<file path="config.mk">
export PLATFORM = sky130hd
export DESIGN_NAME = recovery_transmitter
export DESIGN_NICKNAME = d
export VERILOG_FILES = /design/src/rtl/recovery_transmitter.sv
export SDC_FILE = /design/constraint.sdc
export NUM_CORES = 1
export LEC_CHECK = 0
export ABC_AREA = 1
export BUFFER_PORTS_ARGS = -buffer_cell sky130_fd_sc_hd__buf_2
export CAP_MARGIN = 15
export CORE_MARGIN = 5
export CORE_UTILIZATION = 58
export CTS_CLUSTER_SIZE = 12
export DETAILED_ROUTE_END_ITERATION = 6
export PLACE_DENSITY = 0.81
export SLEW_MARGIN = 20
export SYNTH_ARGS = -nofsm -noshare
export SYNTH_HDL_FRONTEND = slang
export SYNTH_SLANG_ARGS = --single-unit
</file>
<file path="constraint.sdc">
create_clock -name clk_i -period 1.9 [get_ports clk_i]
set_input_delay 0.38 -clock clk_i [delete_from_list [all_inputs] [get_ports clk_i]]
set_output_delay 0.38 -clock clk_i [all_outputs]
set_load 0.1 [all_outputs]
</file>
<file path="src/rtl/recovery_transmitter.sv">
// Recovery-mode response transmitter: frames a response as LEN0, LEN1, payload
// and an optional CRC-8 PEC byte onto the TTI TX byte stream.
module recovery_transmitter #(
  parameter bit PecEnable = 1'b1
) (
  input  logic        clk_i,
  input  logic        rst_ni,
  input  logic        res_valid_i,
  output logic        res_ready_o,
  input  logic [15:0] res_len_i,
  input  logic        res_dvalid_i,
  output logic        res_dready_o,
  input  logic [7:0]  res_data_i,
  input  logic        res_dlast_i,
  output logic        tx_valid_o,
  input  logic        tx_ready_i,
  output logic [7:0]  tx_data_o,
  output logic        tx_last_o,
  input  logic        host_nack_i,
  output logic        tx_err_o
);

  typedef enum logic [2:0] {
    ST_IDLE,
    ST_LEN0,
    ST_LEN1,
    ST_DATA,
    ST_PEC
  } state_t;

  localparam state_t EndState = PecEnable ? ST_PEC : ST_IDLE;

  state_t      state_q;
  logic [15:0] len_q;
  logic [15:0] remaining_q;
  logic [7:0]  crc_q;
  logic        err_q;
  logic        tx_hs;
  logic        abort;

  // CRC-8, polynomial x^8+x^2+x+1, MSB first.
  function automatic logic [7:0] crc8_update(input logic [7:0] crc, input logic [7:0] data);
    logic [7:0] c;
    c = crc ^ data;
    for (int i = 0; i < 8; i++) begin
      c = c[7] ? ((c << 1) ^ 8'h07) : (c << 1);
    end
    return c;
  endfunction

  assign abort = (state_q != ST_IDLE) && host_nack_i;
  assign tx_hs = tx_valid_o && tx_ready_i;

  // NOTE: every output gets a default before the case so no latch is inferred.
  always_comb begin
    res_ready_o  = 1'b0;
    res_dready_o = 1'b0;
    tx_valid_o   = 1'b0;
    tx_data_o    = 8'h00;
    tx_last_o    = 1'b0;
    unique case (state_q)
      ST_IDLE: res_ready_o = 1'b1;
      ST_LEN0: begin
        tx_valid_o = 1'b1;
        tx_data_o  = len_q[7:0];
      end
      ST_LEN1: begin
        tx_valid_o = 1'b1;
        tx_data_o  = len_q[15:8];
        tx_last_o  = !PecEnable && (len_q == 16'd0);
      end
      ST_DATA: begin
        tx_valid_o   = res_dvalid_i;
        tx_data_o    = res_data_i;
        res_dready_o = tx_ready_i;
        tx_last_o    = !PecEnable && ((remaining_q == 16'd1) || res_dlast_i);
      end
      ST_PEC: begin
        tx_valid_o = 1'b1;
        tx_data_o  = crc_q;
        tx_last_o  = 1'b1;
      end
      default: ;
    endcase
    // A nack suppresses the byte on offer so the host never sees it accepted.
    if (!rst_ni || abort) begin
      tx_valid_o   = 1'b0;
      res_dready_o = 1'b0;
    end
    if (!rst_ni) res_ready_o = 1'b0;
    tx_last_o = tx_last_o && tx_valid_o;
  end

  assign tx_err_o = err_q && rst_ni;

  // NOTE: state registers use non-blocking assignments only.
  always_ff @(posedge clk_i) begin
    if (!rst_ni) begin
      state_q     <= ST_IDLE;
      len_q       <= 16'd0;
      remaining_q <= 16'd0;
      crc_q       <= 8'h00;
      err_q       <= 1'b0;
    end else begin
      err_q <= 1'b0;
      if (abort) begin
        state_q <= ST_IDLE;
        err_q   <= 1'b1;
      end else begin
        unique case (state_q)
          ST_IDLE: if (res_valid_i) begin
            len_q       <= res_len_i;
            remaining_q <= res_len_i;
            crc_q       <= 8'h00;
            state_q     <= ST_LEN0;
          end
          ST_LEN0: if (tx_hs) begin
            crc_q   <= crc8_update(crc_q, tx_data_o);
            state_q <= ST_LEN1;
          end
          ST_LEN1: if (tx_hs) begin
            crc_q   <= crc8_update(crc_q, tx_data_o);
            state_q <= (len_q != 16'd0) ? ST_DATA : EndState;
          end
          ST_DATA: if (tx_hs) begin
            crc_q       <= crc8_update(crc_q, tx_data_o);
            remaining_q <= remaining_q - 16'd1;
            // The byte count ends the frame; dlast only matters when it comes early.
            if (remaining_q == 16'd1) begin
              state_q <= EndState;
            end else if (res_dlast_i) begin
              state_q <= EndState;
              err_q   <= 1'b1;
            end
          end
          ST_PEC: if (tx_hs) state_q <= ST_IDLE;
          default: state_q <= ST_IDLE;
        endcase
      end
    end
  end

endmodule

</file>
==> results.txt <==
status = finished with violations
failing checks = DRC, setup timing
total grt overflow = 0
Final Cycle Share = 1.15
Largest delay share family, worst path = simple AND/OR/NAND/NOR gates
Mapped Avg Cell Area = 6.13 sq um
commonest non-fill, non-tap cells in the layout = nand2_1, buf_4, dfxtp_1, nand3_1, inv_1
root buf cell = clkbuf_8
unrepaired setup endpoints after global routing = yes
Sink Count = 44
Worst Path Max Fanout = 7
Slew @ Worst Pin = 0.410 ns
NetSw = 3.32 mW
Max Slew Vio Count = 0
Comb power frac = 0.654
crit path launch type = register
post-layout min period = 2.18 ns
buffers and inverters on the worst path = 3
Vias/cell = 6.79
Initial Utilization = 0.593
met3 usage = 0.0493
Remaining DRCs = 4
clk buf depth = 2
met1 GRT Util = 0.394
worst hold slack = 0.354 ns
Nets = 616
Ant. Diodes = 0
H-tree Lvls = 2
largest net degree at the start of global routing = 31
Max Clock Freq = 0.459 GHz
met2 usage = 0.508
Hold Crit Class = input port to register
Crit Path Class = register to register
placed insts = 613
DIE HEIGHT = 82.1 um
pre-CTS WS = -0.103 ns
number of hold buffers added after CTS = 0
crit-path cells = buf_6 > inv_6 > nor2_1 > nand3_1 > nand2_2 > buf_4 > o21ai_1 > nand2_1 > nand2_4 > nand3_1 > nand2_1 > nand2_1 > nand3_1 > a21oi_1
syn_nets = 524
Leak = 2.07 nW
layout cells sized above 1 = 0.397
final setup violation count = 40
CP endpoint kind = register
cts bufs inserted = 5
clock share of power = 0.127
full die area = 6730 sq um
first-pass GRT wire length = 16.0 mm
slowest stage delay, CP = 0.43 ns
Sw Share = 0.511
final cell count without fillers = 654
commonest non-fill, non-tap cell in the layout = nand2_1
CORE AREA = 5070 sq um
setup TNS = -6.73 ns
slowest stage cell, crit path = dfxtp_4
fin util = 0.900
number of global-route vias before repair = 3453
Worst EP arrival = 2.42 ns
# IOs = 44
VDD IR-drop max = 0.868 mV
Rows = 26
Synth cell types = 32
cell internal pwr = 3.18 mW
clock insertion delay at the later pin of the skew report = 0.33 ns
Total Routing Usage GR = 0.305
most used routing layer = met2
normalized max-slew margin = 0.724
Max-Cap Viols = 0
power per cell area = 1420 nW/um^2
Wirelength per Cell = 21.7 um
Layout Skew = 0.0264 ns
Total Wirelength = 14.2 mm
antenna-violating nets left = 0
P&R area growth vs syn = 51.7%
Synth Instances = 491
Final Hold Fails = 0
DRT Pass-1 Iters = 7
WP data required = 2.14 ns
clock slew at reported path FFs = 0.12 ns
#FFs+latches synth = 44
final worst slack = -0.278 ns
via count = 4441
sequential share of the synthesized area = 0.292
Initial DRC Count = 891
CTS tree = yes
detailed placer's ending HPWL = 6.76 mm
Sequential Power Share = 0.219
Die Wd = 82.1 um
Syn Std Cell Area = 3010 sq um
placer congestion estimate = 0.893
Port Buffers = 43
antenna violations before repair = 0
Ys Warns = 0
==> synthesized netlist by cell type <==
library cell,count,area share
nor2_1,33,0.041
nand2_1,149,0.19
xor2_1,7,0.020
buf_2,2,0.0033
o22ai_1,2,0.0042
buf_4,2,0.0050
o21ai_0,21,0.035
o31ai_1,2,0.0050
a31oi_1,5,0.010
nor2_4,2,0.0075
nand4_1,12,0.025
nand3_1,47,0.078
inv_4,1,0.0021
buf_6,5,0.019
ha_1,2,0.0083
nand2_2,6,0.012
nand3_2,2,0.0066
o211ai_2,1,0.0042
nor4_1,6,0.012
o21ai_1,18,0.030
nor3_1,2,0.0033
nor2_2,6,0.012
inv_1,44,0.055
xnor2_1,3,0.0087
o21bai_1,1,0.0025
buf_1,1,0.0012
inv_2,10,0.012
a21oi_1,41,0.068
o21a_1,1,0.0025
clkbuf_1,9,0.011
dfxtp_1,44,0.29
nand2_4,4,0.015
==> registers in the layout, indices dropped and copies added, names as in the netlist <==
signal,flops
state_q,3
remaining_q,16
err_q,1
crc_q,8
len_q,16
==> layer usage <==
layer / vias to the layer above / share of wire
li1: 1796 / -
met5: - / 0
met4: 0 / 0.089
met1: 1951 / 0.33
met3: 175 / 0.14
met2: 519 / 0.44
==> cells by family after synthesis <==
logic type | Yosys count | synth area share
simple gates | 269 | 0.400
compound gates | 92 | 0.162
buf+inv | 74 | 0.109
flops | 44 | 0.292
xor+xnor | 10 | 0.0291
fa+ha+maj | 2 | 0.00831
==> stage by stage <==
| step | area [sq um] | power (mW) |
|---|---|---|
| 3_5_place_dp | 3700 | 4.36 |
| 6_report | 4570 | 6.51 |
| 2_1_floorplan | 3090 | 3.49 |
| 3_3_place_gp | 3700 | 4.26 |
| 5_1_grt | 4570 | 6.78 |
| 4_1_cts | 4070 | 5.36 |
==> power by group through the flow <==
stage | clock (mW) | combinational, mW | sequential [mW]
after CTS | 0.779 | 3.21 | 1.37
after global routing | 0.862 | 4.48 | 1.44
final | 0.828 | 4.26 | 1.42
after global placement | 0 | 2.89 | 1.38
after floorplan | 0 | 2.18 | 1.31
after detailed placement | 0 | 2.98 | 1.38
==> worst min-delay path, delay by kind of cell <==
kind                   cells  cell delay [ns]
AO/OA/AOI/OAI              1             0.06
AND/OR/NAND/NOR            1             0.07
buffers and inverters      1             0.11
==> worst paths after layout <==
check / start / end / slack [ns] / depth (start not counted)
setup / recovery: state_q[1] / crc_q[2] / -0.28 / 14
setup reg to reg: state_q[1] / crc_q[2] / -0.28 / 14
hold reg to reg: remaining_q[13] / remaining_q[13] / 0.48 / 2
hold / removal: res_len_i[11] / len_q[11] / 0.35 / 3
==> layout make-up <==
| type | count | area, sq um |
|---|---|---|
| multi-input combinational | 373 | 2270 |
| clock inverter | 2 | 38.8 |
| clock buffer | 6 | 82.6 |
| timing repair buffer | 104 | 955 |
| sequential | 44 | 892 |
| inverter | 55 | 245 |
| tap | 70 | 87.6 |
| fill | 205 | 507 |
==> timing repair <==
item,CTS,global route
resized for setup,41,100
pin swaps,16,46
endpoints found under the setup margin,24,38
setup buffers,16,21
endpoints found under the hold margin,0,0
(Power assumes the default switching activity.)
